<file path="src/rtl/alu_issue_ctrl.sv">
// Issue controller for a 32-bit MIPS-style ALU: decodes one instruction, registers ALU operands, returns the result.
// Latency: legal bundle accepted at edge N -> res_valid after edge N+2; illegal bundle -> res_valid after edge N+1.
// Backpressure: one operation in flight; in_ready only in IDLE; result held in RESP until res_ready.
module alu_issue_ctrl (
  input  logic        clk,
  input  logic        rst,
  // instruction / operand bundle
  input  logic        in_valid,
  output logic        in_ready,
  input  logic [31:0] instr,
  input  logic [31:0] rs_val,
  input  logic [31:0] rt_val,
  // external ALU
  output logic [31:0] alu_a,
  output logic [31:0] alu_b,
  output logic [3:0]  alu_control,
  input  logic [31:0] alu_result,
  input  logic        alu_zero,
  input  logic        alu_carry,
  input  logic        alu_overflow,
  // result handshake
  output logic        res_valid,
  input  logic        res_ready,
  output logic [31:0] res_data,
  output logic        res_zero,
  output logic        res_carry,
  output logic        res_overflow,
  output logic        res_illegal,
  output logic        res_branch_taken,
  // completed-result counter
  output logic [15:0] op_count
);

  // ALU operation codes
  localparam logic [3:0] ALU_AND = 4'b0000;
  localparam logic [3:0] ALU_OR  = 4'b0001;
  localparam logic [3:0] ALU_ADD = 4'b0010;
  localparam logic [3:0] ALU_SUB = 4'b0110;
  localparam logic [3:0] ALU_SLT = 4'b0111;
  localparam logic [3:0] ALU_NOR = 4'b1100;

  // primary opcodes
  localparam logic [5:0] OP_RTYPE = 6'b000000;
  localparam logic [5:0] OP_BEQ   = 6'b000100;
  localparam logic [5:0] OP_ADDI  = 6'b001000;
  localparam logic [5:0] OP_SLTI  = 6'b001010;
  localparam logic [5:0] OP_ANDI  = 6'b001100;
  localparam logic [5:0] OP_ORI   = 6'b001101;
  localparam logic [5:0] OP_LW    = 6'b100011;
  localparam logic [5:0] OP_SW    = 6'b101011;

  // R-type function codes
  localparam logic [5:0] FN_ADD = 6'b100000;
  localparam logic [5:0] FN_SUB = 6'b100010;
  localparam logic [5:0] FN_AND = 6'b100100;
  localparam logic [5:0] FN_OR  = 6'b100101;
  localparam logic [5:0] FN_NOR = 6'b100111;
  localparam logic [5:0] FN_SLT = 6'b101010;

  typedef enum logic [1:0] {
    IDLE = 2'd0,
    EXEC = 2'd1,
    RESP = 2'd2
  } state_t;

  state_t      state_q;
  logic        in_ready_q;
  logic [31:0] alu_a_q;
  logic [31:0] alu_b_q;
  logic [3:0]  alu_control_q;
  logic        is_beq_q;
  logic        res_valid_q;
  logic [31:0] res_data_q;
  logic        res_zero_q;
  logic        res_carry_q;
  logic        res_overflow_q;
  logic        res_illegal_q;
  logic        res_branch_taken_q;
  logic [15:0] op_count_q;

  // decode results, only consumed at the accept edge
  logic        legal_d;
  logic [3:0]  alu_control_d;
  logic [31:0] alu_b_d;
  logic        is_beq_d;

  logic [5:0]  opcode;
  logic [5:0]  funct;
  logic [31:0] imm_sext;
  logic [31:0] imm_zext;

  // register-specifier fields are not needed: operand values arrive already read
  logic        unused_instr_fields;

  assign opcode   = instr[31:26];
  assign funct    = instr[5:0];
  assign imm_sext = {{16{instr[15]}}, instr[15:0]};
  assign imm_zext = {16'h0000, instr[15:0]};
  assign unused_instr_fields = ^instr[25:16];

  // Decode opcode/funct into ALU op, B-operand source and branch marker
  always_comb begin
    legal_d       = 1'b0;
    alu_control_d = ALU_AND;
    alu_b_d       = rt_val;
    is_beq_d      = 1'b0;
    case (opcode)
      OP_RTYPE: begin
        alu_b_d = rt_val;
        case (funct)
          FN_ADD:  begin legal_d = 1'b1; alu_control_d = ALU_ADD; end
          FN_SUB:  begin legal_d = 1'b1; alu_control_d = ALU_SUB; end
          FN_AND:  begin legal_d = 1'b1; alu_control_d = ALU_AND; end
          FN_OR:   begin legal_d = 1'b1; alu_control_d = ALU_OR;  end
          FN_NOR:  begin legal_d = 1'b1; alu_control_d = ALU_NOR; end
          FN_SLT:  begin legal_d = 1'b1; alu_control_d = ALU_SLT; end
          default: legal_d = 1'b0;
        endcase
      end
      OP_ADDI, OP_LW, OP_SW: begin
        legal_d       = 1'b1;
        alu_control_d = ALU_ADD;
        alu_b_d       = imm_sext;
      end
      OP_SLTI: begin
        legal_d       = 1'b1;
        alu_control_d = ALU_SLT;
        alu_b_d       = imm_sext;
      end
      OP_ANDI: begin
        legal_d       = 1'b1;
        alu_control_d = ALU_AND;
        alu_b_d       = imm_zext;
      end
      OP_ORI: begin
        legal_d       = 1'b1;
        alu_control_d = ALU_OR;
        alu_b_d       = imm_zext;
      end
      OP_BEQ: begin
        legal_d       = 1'b1;
        alu_control_d = ALU_SUB;
        alu_b_d       = rt_val;
        is_beq_d      = 1'b1;
      end
      default: legal_d = 1'b0;
    endcase
  end

  // Control FSM with registered operand, result and counter outputs
  always_ff @(posedge clk or posedge rst) begin
    if (rst) begin
      state_q            <= IDLE;
      in_ready_q         <= 1'b1;
      alu_a_q            <= 32'h0;
      alu_b_q            <= 32'h0;
      alu_control_q      <= ALU_AND;
      is_beq_q           <= 1'b0;
      res_valid_q        <= 1'b0;
      res_data_q         <= 32'h0;
      res_zero_q         <= 1'b0;
      res_carry_q        <= 1'b0;
      res_overflow_q     <= 1'b0;
      res_illegal_q      <= 1'b0;
      res_branch_taken_q <= 1'b0;
      op_count_q         <= 16'h0;
    end else begin
      case (state_q)
        IDLE: begin
          if (in_valid && in_ready_q) begin
            in_ready_q <= 1'b0;
            if (legal_d) begin
              // operands stay frozen in these registers for the whole EXEC cycle
              alu_a_q       <= rs_val;
              alu_b_q       <= alu_b_d;
              alu_control_q <= alu_control_d;
              is_beq_q      <= is_beq_d;
              state_q       <= EXEC;
            end else begin
              // illegal bundle skips the ALU; operand registers keep their old values
              res_valid_q        <= 1'b1;
              res_data_q         <= 32'h0;
              res_zero_q         <= 1'b0;
              res_carry_q        <= 1'b0;
              res_overflow_q     <= 1'b0;
              res_illegal_q      <= 1'b1;
              res_branch_taken_q <= 1'b0;
              state_q            <= RESP;
            end
          end
        end
        EXEC: begin
          res_valid_q        <= 1'b1;
          res_data_q         <= alu_result;
          res_zero_q         <= alu_zero;
          res_carry_q        <= alu_carry;
          res_overflow_q     <= alu_overflow;
          res_illegal_q      <= 1'b0;
          res_branch_taken_q <= is_beq_q && alu_zero;
          state_q            <= RESP;
        end
        RESP: begin
          if (res_ready) begin
            res_valid_q <= 1'b0;
            in_ready_q  <= 1'b1;
            op_count_q  <= op_count_q + 16'd1;
            state_q     <= IDLE;
          end
        end
        default: begin
          res_valid_q <= 1'b0;
          in_ready_q  <= 1'b1;
          state_q     <= IDLE;
        end
      endcase
    end
  end

  assign in_ready         = in_ready_q;
  assign alu_a            = alu_a_q;
  assign alu_b            = alu_b_q;
  assign alu_control      = alu_control_q;
  assign res_valid        = res_valid_q;
  assign res_data         = res_data_q;
  assign res_zero         = res_zero_q;
  assign res_carry        = res_carry_q;
  assign res_overflow     = res_overflow_q;
  assign res_illegal      = res_illegal_q;
  assign res_branch_taken = res_branch_taken_q;
  assign op_count         = op_count_q;

endmodule

</file>
<file path="config.mk">
export PLATFORM = sky130hd
export DESIGN_NAME = alu_issue_ctrl
export DESIGN_NICKNAME = d
export VERILOG_FILES = /design/src/rtl/alu_issue_ctrl.sv
export SDC_FILE = /design/constraint.sdc
export NUM_CORES = 1
export LEC_CHECK = 0
export ABC_AREA = 1
export CORE_ASPECT_RATIO = 0.7
export CORE_UTILIZATION = 35
export CTS_CLUSTER_DIAMETER = 150
export CTS_CLUSTER_SIZE = 10
export DETAILED_ROUTE_END_ITERATION = 8
export DONT_BUFFER_PORTS = 1
export PLACE_DENSITY = 0.56
export SLEW_MARGIN = 10
export SYNTH_ARGS = -nofsm -noshare
export SYNTH_HDL_FRONTEND = slang
export SYNTH_SLANG_ARGS = --single-unit
</file>
<file path="constraint.sdc">
create_clock -name clk -period 7.1 [get_ports clk]
set_input_delay 1.065 -clock clk [delete_from_list [all_inputs] [get_ports clk]]
set_output_delay 1.065 -clock clk [all_outputs]
set_load 0.05 [all_outputs]
</file>
-- Yosys cells after proc, flatten, opt, wreduce, memory -nomap -nowiden
Index checks and enable logic that the tools add are counted.
- bits in registers: 126
- bits of input ports: 135
- output and inout port bits: 123
- logic and storage cells: 77
- add/sub/neg operators: 1
- eq/ne operators: 18
- mux-type cells: 27
- bitwise logic cells: 1
- reduce and logical (&&, ||, !) cells: 16
- operator list (kind ; number):
    case mux 32 bit (2 select lines) ; 2
    two-way mux 32 bit ; 2
    == test 6 bit (second input constant) ; 8
    case mux 4 bit (5 select lines) ; 2
    == test 6 x 4 -> 1 bit (second input constant) ; 4
    adder 16 x 1 -> 16 bit (second input constant) ; 1
    case mux 1 bit (2 select lines) ; 6
    AND reduction 3 bit ; 4
    two-way mux 1 bit ; 9
    OR reduction 7 bit ; 1
    == test 6 x 3 -> 1 bit (second input constant) ; 1
    logical NOT 6 bit ; 1
    two-way mux 2 bit ; 3
    != test 2 bit (second input constant) ; 3
    case mux 1 bit (3 select lines) ; 2
    case mux 2 bit (3 select lines) ; 1
    OR reduction 6 bit ; 1
    AND reduction 2 bit ; 2
    OR reduction 4 bit ; 1
    OR reduction 3 bit ; 1
    == test 2 x 1 -> 1 bit (second input constant) ; 1
    == test 2 bit (second input constant) ; 1
    logical AND 1 bit ; 2
    logical NOT 2 bit ; 1
    other kinds (3) ; 3

-- Longest topological paths before layout
- word-level depth: 7
- mapped depth: 13
- gate-level depth less buffers: 11

-- Worst setup path after synthesis
OpenSTA, ideal clock, no wires.
- kind: input to register
- start point: input port instr[31]
- end point: register alu_a_q[0] (netlist: alu_a[0])
- arrival time: 2.068 ns
- path slack: 4.915 ns
- stages: 10
- buffers on the path: 2
- path through: nor2_4 -> inv_1 -> nor2_2 -> nand2_2 -> nand2_4 -> nand2_4 -> buf_6 -> buf_4 -> nand2_1 -> nand2_1
- cells in the longest elaborated chain, start to end: 4
- ends and longest elaborated chain (item ; line ; RTL):
    start, declared ; 10 ; input logic [31:0] instr,
    == test 6 x 3 -> 1 bit, or another cell as far along ; 107 ; case (opcode)
    OR reduction 7 bit (no line) ; n/a ;
    case mux 1 bit (2 select lines) * ; 107 ;
    AND reduction 3 bit (no line) * ; n/a ;
    end signal, assigned ; 174 ; alu_a_q <= rs_val;
    end, declared ; 68 ; logic [31:0] alu_a_q;
Every way passes the cells marked *; elsewhere a longest branch is shown, timed or not.
A chain may end at the register's enable or synchronous reset.

-- Final worst setup path
- start point: input port instr[3]
- end point: register alu_b_q[2] (netlist: alu_b[2])
- cells in the longest elaborated chain, start to end: 5
- ends and longest elaborated chain (item ; line ; RTL):
    == test 6 bit ; 110 ; case (funct)
    OR reduction 6 bit (no line) * ; n/a ;
    two-way mux 1 bit * ; 110 ;
    case mux 1 bit (2 select lines) * ; 107 ;
    AND reduction 3 bit (no line) * ; n/a ;
    end signal, assigned ; 175 ; alu_b_q <= alu_b_d;
    end, declared ; 69 ; logic [31:0] alu_b_q;
Marks and branches as above.

==> results.yml <==
floorplanning:
  coreArea_sq_um: 16400
  dieArea_sq_um: 17400
  num_io_pins: 258
  dieHeight_microns: 111
  initial_utilization_pct: 35.9
  rows: 39
  die_x_microns: 157
min_path:
  hold_start: "is_beq_q"
  hold-path-endpoint: "is_beq_q"
  hp-class: "register to register"
  min_delay_path_depth: 2
critical_path:
  rr_startpoint: "in_ready"
  crit_required_ns: 7.44
  cp_max_fo: 74
  cp.arrival_ns: 3.31
  start_kind: "primary input"
  crit-reg2reg-capture: "alu_b[2]"
  r2r_setup_slack_ns: 4.15
  end_kind: "register"
  r2r_cells: 6
  crit_type: "primary input to register"
yosys:
  yosysWarnings: 0
  syn_nets: 828
  syn_area_sq_um: 5890
  postSynthCellCount: 692
  ys_seq_area_share_pct: 53.6
  synth_seq_cells: 126
  avgSynthCellArea_sq_um: 8.51
  synth_cell_type_count: 32
clock_network:
  clockBufferDepth: 2
  cts_setup_buffers: 0
  root_buffer: "clkbuf_16"
  clk_pin_slew_ns: 0.05
  cts.repair.resized: 0
  ctsHtreeMaxLevel: 4
  cts_tree: "yes"
  cts.sinks: 126
  clk_latency_ns: 0.41
  cts_buffers: 17
  cts-hold-fix-buffers: 0
global_routing:
  grt_pass1_vias: 4225
  antenna_found_initial: 0
  grt_max_degree: 75
  grt_pass1_wl_mm: 21.2
  overflow: 0
  gr-usage-all-layers_pct: 15.8
layout:
  final_common_cell: "nand2_1"
  layout-area-overhead-vs-synth_pct: 10.1
  drive_gt1_share_pct: 16.8
  nFillCells: 1667
  diodes: 0
  post-route-util_pct: 39.5
  layout_common_cells: "nand2_1 (350), dfrtp_1 (125), nand2_2 (51)"
  nets: 821
placed_design:
  dp_hpwl_mm: 9.50
  routabilityCongestion: 0.805
  io_buffers: 0
detailed_routing:
  ant_nets: 0
  wl_mm: 13.4
  drt-vias-per-instance: 4.62
  drtIter0Drc: 177
  drc: 0
  firstDrtPassIters: 5
  wl_per_cell_microns: 14.6
  vias: 4257
timing:
  fmax_ghz: 0.337
  skew_ns: 0.00750
  min_period_ns: 2.97
  grt_setup_unrepaired: "false"
  max-slew-margin-rel_pct: 40.6
  drv_slew: 0
  worst_pin_slew_ns: 0.891
  fin_crit_sh_pct: 41.8
  hold_slack_ns: 0.521
  hold_violations: 0
  tns_ns: 0
  finalSetupViolCount: 0
power:
  p_per_area_nw_per_um2: 479
  leakage_nw: 3.61
  vdd_drop_max_v: 0.000200
outcome:
  status: "completed"
job:
  maxCapViolCount: 0
## worst max-delay path, stage by stage
cell,delay (ns)
inv_1,0.09
nand2_1,0.09
nor2_2,0.10
nand2_1,0.09
nand3_2,0.08
nand2_2,0.06
nand2_4,0.11
nand2_4,0.42
inv_4,0.88
nand2_1,0.16
nand2_1,0.09
## Yosys cell counts
| cell | number | area, sq um |
|---|---|---|
| nand4_1 | 2 | 12.5 |
| or2_2 | 1 | 6.26 |
| or2_1 | 1 | 6.26 |
| inv_4 | 1 | 6.26 |
| nand2_2 | 51 | 319 |
| buf_2 | 10 | 50.1 |
| dfrtp_1 | 125 | 3130 |
| o21ai_0 | 5 | 25.0 |
| ha_1 | 1 | 12.5 |
| o21ai_1 | 4 | 20.0 |
| nor2_2 | 6 | 37.5 |
| nor2_4 | 3 | 33.8 |
| nand2_4 | 14 | 158 |
| a21oi_1 | 4 | 20.0 |
| mux2_2 | 1 | 11.3 |
| dfstp_2 | 1 | 26.3 |
| buf_12 | 6 | 120 |
| nand3b_1 | 1 | 7.51 |
| nand3_1 | 21 | 105 |
| buf_6 | 6 | 67.6 |
| nand3_2 | 3 | 30.0 |
| clkbuf_1 | 3 | 11.3 |
| buf_4 | 2 | 15.0 |
| inv_2 | 2 | 7.51 |
| inv_1 | 27 | 101 |
| xnor2_1 | 7 | 61.3 |
| buf_8 | 1 | 15.0 |
| xor2_1 | 5 | 43.8 |
| nor3_1 | 5 | 25.0 |
| nand2_1 | 350 | 1310 |
| nor2_1 | 22 | 82.6 |
| o211ai_1 | 1 | 7.51 |
## how the worst max path moves through the flow
stage / end / slack, ns / start / cells past startpoint
2_1_floorplan: alu_a[0] / 2.68 / rst / 1
3_3_place_gp: alu_b[2] / 3.74 / instr[31] / 9
3_5_place_dp: alu_b[2] / 3.69 / instr[31] / 9
4_1_cts: alu_b[2] / 4.10 / in_ready / 6
5_1_grt: alu_b[2] / 3.89 / in_ready / 6
6_report: alu_b[2] / 4.13 / instr[3] / 11
## sequential cells by signal, indices dropped and copies added (netlist names)
signal,count
res_data,32
res_overflow,1
alu_control,4
res_branch_taken,1
res_carry,1
state_q,2
in_ready,1
res_valid,1
is_beq_q,1
alu_b,32
res_illegal,1
op_count,16
alu_a,32
res_zero,1
## per-layer routing
layer	up-vias	share of wire [%]	GRT usage [%]
met1	1993	42	18.4
li1	2088	-	-
met2	155	47	25.6
met4	0	2.1	6.34
met3	21	9.0	6.67
met5	-	0	0
## logic make-up after synthesis
kind of cell	after synthesis	synth area share, %
multiplexers	1	0.191
AND/OR/NAND/NOR	480	36.3
AO/OA/AOI/OAI	14	1.23
buffers and inverters	58	6.70
XOR/XNOR	12	1.79
adder cells (fa/ha/maj)	1	0.213
flip-flops	126	53.6
## area by class of cell
cell class	count	area, sq um	share of cell area, %
clock inverter	11	119	1.83
inverter	30	120	1.85
tap	225	282	4.34
multi-input combinational	508	2340	36.1
clock buffer	19	453	6.99
sequential	126	3150	48.6
timing repair buffer	2	15.0	0.232
## where the power goes
| part | leakage [nW] | internal [mW] | switching [mW] |
|---|---|---|---|
| combinational | 1.67 | 0.137 | 0.232 |
| clock | 0.272 | 0.528 | 0.306 |
| sequential | 1.67 | 0.927 | 0.973 |
## metrics by stage
stage | instances | setup slack [ns] | cell area [sq um] | total power [mW]
6_report | 921 | 4.13 | 6480 | 3.10
2_1_floorplan | 692 | 2.68 | 5890 | 2.20
4_1_cts | 921 | 4.10 | 6480 | 3.14
3_5_place_dp | 891 | 3.69 | 5910 | 2.29
5_1_grt | 921 | 3.89 | 6480 | 3.26
3_3_place_gp | 891 | 3.74 | 5910 | 2.27
Power figures use the tool's default switching activity.
